==> src/rtl/dmem_pkg.sv <==
`default_nettype none
// ============================================================================
// dmem_pkg : access-size codes, FSM states and command type for dmem_arbiter
// Revision : 1.0
// ============================================================================
package dmem_pkg;

    localparam logic [2:0] CTRL_WORD   = 3'b000;
    localparam logic [2:0] CTRL_BYTE_S = 3'b001;
    localparam logic [2:0] CTRL_HALF_S = 3'b010;
    localparam logic [2:0] CTRL_BYTE_U = 3'b100;
    localparam logic [2:0] CTRL_HALF_U = 3'b101;

    typedef enum logic [1:0] {
        ST_IDLE   = 2'd0,
        ST_ACCESS = 2'd1,
        ST_RESP   = 2'd2
    } state_t;

    typedef struct packed {
        logic        port;
        logic        we;
        logic [2:0]  ctrl;
        logic [31:0] addr;
        logic [31:0] wdata;
    } cmd_t;

    // Unsigned sizes are load-only; anything off its natural boundary is rejected.
    function automatic logic cmd_err(input cmd_t c);
        logic e;
        e = 1'b0;
        case (c.ctrl)
            CTRL_WORD:   e = (c.addr[1:0] != 2'b00);
            CTRL_BYTE_S: e = 1'b0;
            CTRL_HALF_S: e = c.addr[0];
            CTRL_BYTE_U: e = c.we;
            CTRL_HALF_U: e = c.we | c.addr[0];
            default:     e = 1'b1;
        endcase
        return e;
    endfunction

endpackage
`default_nettype wire

==> src/rtl/dmem_arbiter_if.sv <==
`default_nettype none
// ============================================================================
// dmem_arbiter_if : two-port request/response bundle for dmem_arbiter
// Revision        : 1.0
// ============================================================================
interface dmem_arbiter_if;
    logic [1:0]  req_valid;
    logic [1:0]  req_ready;
    logic [1:0]  req_we;
    logic [2:0]  req_ctrl0;
    logic [2:0]  req_ctrl1;
    logic [31:0] req_addr0;
    logic [31:0] req_addr1;
    logic [31:0] req_wdata0;
    logic [31:0] req_wdata1;
    logic [1:0]  rsp_valid;
    logic [31:0] rsp_rdata;
    logic        rsp_err;

    modport master (
        output req_valid, req_we, req_ctrl0, req_ctrl1,
               req_addr0, req_addr1, req_wdata0, req_wdata1,
        input  req_ready, rsp_valid, rsp_rdata, rsp_err
    );

    modport slave (
        input  req_valid, req_we, req_ctrl0, req_ctrl1,
               req_addr0, req_addr1, req_wdata0, req_wdata1,
        output req_ready, rsp_valid, rsp_rdata, rsp_err
    );
endinterface
`default_nettype wire

==> src/rtl/rr_arb2.sv <==
`default_nettype none
// ============================================================================
// rr_arb2  : 2-way round-robin arbiter, one-hot grant, pointer moves on update
// Revision : 1.0
// ============================================================================
module rr_arb2 (
    input  wire logic       clk,
    input  wire logic       rst_n,
    input  wire logic [1:0] req,
    input  wire logic       update,
    output logic      [1:0] grant
);

    // High when port 1 holds the most recent grant; reset value lets port 0 win first.
    logic r_last;

    always_comb begin
        grant = 2'b00;
        case (req)
            2'b01:   grant = 2'b01;
            2'b10:   grant = 2'b10;
            2'b11:   grant = r_last ? 2'b01 : 2'b10;
            default: grant = 2'b00;
        endcase
    end

    always_ff @(posedge clk or negedge rst_n) begin
        if (!rst_n) begin
            r_last <= 1'b1;
        end else if (update) begin
            r_last <= grant[1];
        end
    end

endmodule
`default_nettype wire

==> src/rtl/dmem_arbiter.sv <==
`default_nettype none
// ============================================================================
// dmem_arbiter : two-port round-robin front end to a single data memory
// Revision     : 1.0
// ============================================================================
module dmem_arbiter
    import dmem_pkg::*;
(
    input  wire logic        clk,
    input  wire logic        rst_n,
    dmem_arbiter_if.slave    bus,
    output logic             DMWr,
    output logic [2:0]       DMCtrl,
    output logic [31:0]      Address,
    output logic [31:0]      DataWr,
    input  wire logic [31:0] DataRd
);

    state_t      r_state;
    cmd_t        r_cmd;
    logic        r_err;
    logic        r_dmwr;
    logic [1:0]  r_rsp_valid;
    logic [31:0] r_rsp_rdata;
    logic        r_rsp_err;

    logic        w_open;
    logic [1:0]  w_grant;
    logic        w_fire;
    cmd_t        w_cmd;
    logic        w_err;

    assign w_open = (r_state == ST_IDLE) || (r_state == ST_RESP);

    rr_arb2 u_arb (
        .clk    (clk),
        .rst_n  (rst_n),
        .req    (bus.req_valid & {2{w_open}}),
        .update (w_fire),
        .grant  (w_grant)
    );

    assign w_fire        = |w_grant;
    assign bus.req_ready = w_grant;

    always_comb begin
        w_cmd.port  = w_grant[1];
        w_cmd.we    = w_grant[1] ? bus.req_we[1]    : bus.req_we[0];
        w_cmd.ctrl  = w_grant[1] ? bus.req_ctrl1    : bus.req_ctrl0;
        w_cmd.addr  = w_grant[1] ? bus.req_addr1    : bus.req_addr0;
        w_cmd.wdata = w_grant[1] ? bus.req_wdata1   : bus.req_wdata0;
    end

    assign w_err = cmd_err(w_cmd);

    always_ff @(posedge clk or negedge rst_n) begin
        if (!rst_n) begin
            r_state     <= ST_IDLE;
            r_cmd       <= '0;
            r_err       <= 1'b0;
            r_dmwr      <= 1'b0;
            r_rsp_valid <= 2'b00;
            r_rsp_rdata <= '0;
            r_rsp_err   <= 1'b0;
        end else begin
            r_dmwr      <= 1'b0;
            r_rsp_valid <= 2'b00;
            case (r_state)
                ST_IDLE, ST_RESP: begin
                    if (w_fire) begin
                        r_cmd   <= w_cmd;
                        r_err   <= w_err;
                        r_dmwr  <= w_cmd.we & ~w_err;
                        r_state <= ST_ACCESS;
                    end else begin
                        r_state <= ST_IDLE;
                    end
                end
                ST_ACCESS: begin
                    r_rsp_valid <= r_cmd.port ? 2'b10 : 2'b01;
                    r_rsp_err   <= r_err;
                    r_rsp_rdata <= (r_err | r_cmd.we) ? '0 : DataRd;
                    r_state     <= ST_RESP;
                end
                default: r_state <= ST_IDLE;
            endcase
        end
    end

    // Memory-side outputs track the registered command so they hold between accesses.
    assign DMWr          = r_dmwr;
    assign Address       = r_cmd.addr;
    assign DMCtrl        = r_cmd.ctrl;
    assign DataWr        = r_cmd.wdata;
    assign bus.rsp_valid = r_rsp_valid;
    assign bus.rsp_rdata = r_rsp_rdata;
    assign bus.rsp_err   = r_rsp_err;

endmodule
`default_nettype wire
==> src/flat_wrapper.sv <==
// flat-port wrapper written by rule: the top's interface ports become plain ports
module dmem_arbiter_flat import dmem_pkg::*;
  (clk, rst_n, DMWr, DMCtrl, Address, DataWr, DataRd, bus_req_valid, bus_req_we, bus_req_ctrl0, bus_req_ctrl1, bus_req_addr0, bus_req_addr1, bus_req_wdata0, bus_req_wdata1, bus_req_ready, bus_rsp_valid, bus_rsp_rdata, bus_rsp_err);
  dmem_arbiter_if bus_i ();
  input  wire logic clk;
  input  wire logic rst_n;
  output logic DMWr;
  output logic [2:0] DMCtrl;
  output logic [31:0] Address;
  output logic [31:0] DataWr;
  input  wire logic [31:0] DataRd;
  input wire logic [$bits(bus_i.req_valid)-1:0] bus_req_valid;
  input wire logic [$bits(bus_i.req_we)-1:0] bus_req_we;
  input wire logic [$bits(bus_i.req_ctrl0)-1:0] bus_req_ctrl0;
  input wire logic [$bits(bus_i.req_ctrl1)-1:0] bus_req_ctrl1;
  input wire logic [$bits(bus_i.req_addr0)-1:0] bus_req_addr0;
  input wire logic [$bits(bus_i.req_addr1)-1:0] bus_req_addr1;
  input wire logic [$bits(bus_i.req_wdata0)-1:0] bus_req_wdata0;
  input wire logic [$bits(bus_i.req_wdata1)-1:0] bus_req_wdata1;
  output wire logic [$bits(bus_i.req_ready)-1:0] bus_req_ready;
  output wire logic [$bits(bus_i.rsp_valid)-1:0] bus_rsp_valid;
  output wire logic [$bits(bus_i.rsp_rdata)-1:0] bus_rsp_rdata;
  output wire logic [$bits(bus_i.rsp_err)-1:0] bus_rsp_err;
  assign bus_i.req_valid = bus_req_valid;
  assign bus_i.req_we = bus_req_we;
  assign bus_i.req_ctrl0 = bus_req_ctrl0;
  assign bus_i.req_ctrl1 = bus_req_ctrl1;
  assign bus_i.req_addr0 = bus_req_addr0;
  assign bus_i.req_addr1 = bus_req_addr1;
  assign bus_i.req_wdata0 = bus_req_wdata0;
  assign bus_i.req_wdata1 = bus_req_wdata1;
  assign bus_req_ready = bus_i.req_ready;
  assign bus_rsp_valid = bus_i.rsp_valid;
  assign bus_rsp_rdata = bus_i.rsp_rdata;
  assign bus_rsp_err = bus_i.rsp_err;
  dmem_arbiter u_core (.clk(clk), .rst_n(rst_n), .bus(bus_i), .DMWr(DMWr), .DMCtrl(DMCtrl), .Address(Address), .DataWr(DataWr), .DataRd(DataRd));
endmodule
==> config.mk <==
export PLATFORM = sky130hd
export DESIGN_NAME = dmem_arbiter_flat
export DESIGN_NICKNAME = d
export VERILOG_FILES = /design/src/rtl/dmem_pkg.sv /design/src/rtl/dmem_arbiter_if.sv /design/src/rtl/rr_arb2.sv /design/src/rtl/dmem_arbiter.sv /design/src/flat_wrapper.sv
export SDC_FILE = /design/constraint.sdc
export NUM_CORES = 1
export LEC_CHECK = 0
export CELL_PAD_IN_SITES_DETAIL_PLACEMENT = 1
export CELL_PAD_IN_SITES_GLOBAL_PLACEMENT = 1
export CORE_MARGIN = 1.5
export CORE_UTILIZATION = 30
export CTS_CLUSTER_DIAMETER = 40
export DETAILED_ROUTE_END_ITERATION = 16
export PLACE_DENSITY_LB_ADDON = 0.1
export SLEW_MARGIN = 15
export SYNTH_ARGS = -nofsm -noshare
export SYNTH_HDL_FRONTEND = slang
export SYNTH_SLANG_ARGS = --single-unit
==> constraint.sdc <==
create_clock -name clk -period 2.2 [get_ports clk]
set_input_delay 0.44 -clock clk [delete_from_list [all_inputs] [get_ports clk]]
set_output_delay 0.44 -clock clk [all_outputs]
set_load 0.05 [all_outputs]
======== Yosys cells after proc, flatten, opt, wreduce, memory -nomap -nowiden ========
Cells that the tools add are included.
cells by class
  reductions and logical operators ........ 7
  muxes and demuxes ....................... 14
  eq/ne operators ......................... 9
  bitwise operators ....................... 5
operator list
  cell                number
  $mux 32             3
  $eq 2x2->1 const B  3
  $eq 3x3->1 const B  2
  $mux 2              3
  $pmux 2 s3          1
  $pmux 1 s5          1
  $eq 2x1->1 const B  2
  $mux 1              4
  $pmux 2 s2          1
  $reduce_or 2->1     2
  $eq 3x1->1 const B  1
  $eq 3x2->1 const B  1
  $logic_not 3->1     1
  $mux 3              1
  $and 2x2->2         1
  $logic_not 2->1     1
  $or 1x1->1          2
  $reduce_and 2->1    1
  $reduce_bool 2->1   1
  $and 1x1->1         1
  $logic_or 1x1->1    1
  $not 1->1           1
storage, ports and cells
  output and inout port bits .............. 105
  bits of input ports ..................... 172
  bits in registers ....................... 109
  word-level logic and storage cells ...... 47

======== Depth between registers and ports, before layout ========
Gate-level depths: netlist of the first run.
  depth in word-level cells ............... 12
  depth in mapped cells ................... 7
  gate-level depth less buffers ........... 5

======== Hierarchy ========
A second synthesis of the first run with hierarchy kept.
unflattened totals
  cells, all modules ...................... 480
  area, all modules ....................... 5208.7 um^2
modules (own cells, without submodules)
  module        seq. area each (um^2)  times used  cells each  area an instance (um^2)
  dmem_arbiter  2702.6                 1           475         5144.9
  rr_arb2       26.3                   1           5           63.8

======== Worst setup path after synthesis of the first run ========
No wires, ideal clock.
  kind .................................... register to output
  from .................................... register u_core.u_arb.r_last
  to ...................................... output port bus_req_ready[0]
  stages on the path, launching flop included .. 5
  required time ........................... 1.760 ns
  arrival ................................. 1.141 ns
  slack ................................... 0.619 ns
  path buffers ............................ 1
  path through ............................ dfstp_2 inv_1 a211o_1 buf_2 inv_2
on the way
  cells in the longest elaborated chain, start to end .. 2
RTL lines
  item                      RTL line            text
  start: declaration        rr_arb2.sv:15       logic r_last;
  start signal: assignment  rr_arb2.sv:31       r_last <= grant[1];
  $mux 2                    rr_arb2.sv:22       2'b11: grant = r_last ? 2'b01 : 2'b10;
  $pmux 2 s3                rr_arb2.sv:19       case (req)
  end: declaration          flat_wrapper.sv:20  output wire logic [$bits(bus_i.req_ready)-1:0] bus_req_ready;
No other way between the ends.

======== Worst setup path after layout of the first run ========
  from .................................... input port bus_req_valid[0]
  to ...................................... output port bus_req_ready[0]
on the way
  cells in the longest elaborated chain, start to end .. 3
  elaborated cells between the ends (all ways) .. 5
  classes of those cells .................. eq/ne (3); mux (1); bitwise (1)
RTL lines
  item                                             RTL line            text
  start: declaration                               flat_wrapper.sv:12  input wire logic [$bits(bus_i.req_valid)-1:0] bus_req_valid;
  $and 2x2->2 *                                    dmem_arbiter.sv:38  .req (bus.req_valid & {2{w_open}}),
  $eq 2x2->1 / $eq 2x1->1 (equally long branches)  rr_arb2.sv:19
  $pmux 2 s3 *                                     rr_arb2.sv:19
Mark *: on every way between the ends. The rest lies on a longest branch, timed or not.

==> run metrics, run 1 <==
vias in the first global route 4801; CTS Root Cell clkbuf_16; GRT overflow 0; Total Routing Usage GR 18.5%; Worst-Margin Slew 594 ps; Min-Delay Path Depth 1; Worst EP required 1760 ps; f_max 490 MHz; routed len/inst 17.9 um; final instance area 7820 um^2; crit path DAT 1600 ps; clock slew at reported path FFs 70 ps; status complete, no violations; Inserted Clock Buffers 9; nets 856; WS Path Type primary input to primary output; Crit-path slowest cell clkdlybuf4s50_1; Worst Hold Class flop to flop; Worst slew margin 60.3%; DRT Pass-1 Iters 4; Setup-failing EPs final 0; port bufs 276; top-level I/O count 277; Post-Syn Nets 653; Inserted Diodes 0; Iter 0 DRT Violations 111; CP max FO 3; post-synthesis cell count 481; Std-Cell Rows 47; fin crit share 92.8%; global-route wire length before repair 25.5 mm; #FFs+latches synth 109; Starting Density 30.6%; RSZ-0062 raised after global routing no; PD cells 1030 nW/um^2; Seq/Total Area, Yosys 54.2%; final setup TNS 0 ps; R2R depth 4; Primary FF master, synth dfrtp_1; max cap viols 0; clock latency on the worst-skew pair 340 ps; post_cts resized 0; top cell type's share of synthesized area 53.7%; DIE AREA 17600 um^2; largest stage delay on the critical path 510 ps; Final Max Tran Viols 0; Synth area leader dfrtp_1; Post-synth EDFFs 0; Routed WL 16.2 mm; Synth area leaders dfrtp_1, buf_4, nor2_1, a22o_1, o22ai_1; placed inst area 7540 um^2; Area Overhead vs Synth 55.5%; CP Capture Type primary output; drt via density 4.68; gpl congestion 0.774; peak supply drop 0.000455 V; Via Count 4245; H-tree depth 3; Power Total 0.00803 W; Syn Area/Cell 10.5 um^2; Die H 133 um; die width 133 um; Final Hold Fails 0; FILL cells 1823; share of post-route cells with drive strength above 1 8.43%; Fin Clk Skew 9.26 ps; CTS tree yes; startpoint types primary input; Post-Syn Area 5030 um^2; post-route antenna net violation count 0; Max Root-Sink Buffers 2; hpwl dp 12.0 mm; Async S/R FF share, synth 100%; initial antenna violation count 0; Leak Pwr 3.25 nW; Tmin final 2040 ps; postcts setup bufs 0; Distinct cells, synth 32; # DRC 0; area of the core 16500 um^2; synth warn 0; clock sink count 109; pin count of the biggest net entering global routing 61; cell-by-cell trace of the critical path clkdlybuf4s50_1 > inv_1 > a211o_2 > inv_2 > buf_12
-- critical path, delay by kind of cell --
kind	cells	cell delay (ps)
buffers and inverters	4	820
AOI/OAI and AO/OA	1	340
-- cell families after synthesis --
kind of cell,synth area share [%]
AOI/OAI and AO/OA,17.4
buffers and inverters,14.6
DFF,54.2
muxes,1.39
and+or+nand+nor,12.4
-- worst paths after layout --
check / start / end / slack, ps
worst max-delay path: bus_req_valid[0] / bus_req_ready[0] / 160
worst min-delay path: u_core.r_cmd[68] / u_core.bus.rsp_valid[0] / 430
worst max register to register: u_core.u_arb.r_last / u_core.DataWr[24] / 640
worst min register to register: u_core.r_cmd[68] / u_core.bus.rsp_valid[0] / 430
max in group asynchronous: rst_n / u_core.bus.rsp_rdata[26] / 960
min in group asynchronous: rst_n / u_core.Address[13] / 490
-- per-layer routing --
layer	routed length, um	GRT usage (%)
met1	6450	21.1
met2	8070	32.1
met3	1250	5.86
met4	447	7.81
met5	0	0
-- cell usage after synthesis, types with 2 or more instances --
cell type,instances
clkbuf_1,5
inv_1,3
nor2_1,129
buf_2,12
buf_1,3
or3b_1,2
a22o_1,32
o21ai_1,8
buf_6,7
o41ai_1,2
o22ai_1,43
nor2b_1,2
buf_4,71
nand2_1,11
inv_2,2
o22ai_2,19
mux2i_1,7
nand4_1,2
dfrtp_1,108
-- per-stage QoR --
| stage | instances | setup WS (ps) | util, % | hold WS (ps) |
|---|---|---|---|---|
| after CTS | 908 | 162 | 47.5 | 433 |
| after global placement | 892 | 175 | 45.8 | 302 |
| after global routing | 908 | 109 | 47.5 | 442 |
| final | 908 | 159 | 47.5 | 431 |
| after floorplan | 481 | 619 | - | 144 |
| after detailed placement | 892 | 147 | 45.8 | 302 |
-- cell usage in the layout, fill, tap and decap left out, drive strengths merged, types with 2 or more instances in the layout --
cell type	count
buf	16
clkbuf	12
or3b	2
clkdlybuf4s50	273
dfrtp	108
nor2b	2
nor2	129
clkinv	3
nor3	2
nand4	2
mux2i	7
o22ai	62
nand2	11
o21ai	9
inv	6
o41ai	2
nand2b	2
a22o	32
-- final cells by class --
class | count | area [um^2] | area share [%]
inverter | 7 | 33.8 | 0.432
sequential | 109 | 2730 | 34.9
tap | 220 | 275 | 3.52
timing repair buffer | 290 | 2940 | 37.6
clock inverter | 3 | 21.3 | 0.272
multi-input combinational | 267 | 1570 | 20.1
clock buffer | 12 | 256 | 3.28
-- flip-flops by register name (all words and copies together) (netlist names) --
signal and flops:
u_core.u_arb.r_last 1, u_core.DMWr 1, u_core.r_state 2, u_core.Address 32, u_core.DataWr 32, u_core.r_cmd 2
u_core.bus.rsp_rdata 32, u_core.DMCtrl 3, u_core.bus.rsp_valid 2, u_core.r_err 1, u_core.bus.rsp_err 1
-- report_power, final --
part           total [W]  internal (W)  switching [W]
registers        0.00274       0.00246       0.000280
clock network    0.00154      0.000826       0.000719
logic            0.00375       0.00138        0.00237
total            0.00803       0.00466        0.00337
-- repair_timing --
| action | in CTS | in global routing |
|---|---|---|
| hold buffers | 1 | 0 |
| endpoints found under the hold margin | 10 | 0 |
| endpoints found under the setup margin | 0 | 0 |
(Power assumes the default switching activity.)
==> run 2, diff against run 1 <==
CTS_CLUSTER_DIAMETER = not set   (was 40)
==> results of run 2 <==
Same layout as run 1: the final DEF is identical, and so are final timing and power.
==> run 3, diff against run 2 <==
GPL_ROUTABILITY_DRIVEN = 1   (was not set)
==> results of run 3 <==
Same layout as run 1: the final DEF is identical, and so are final timing and power.
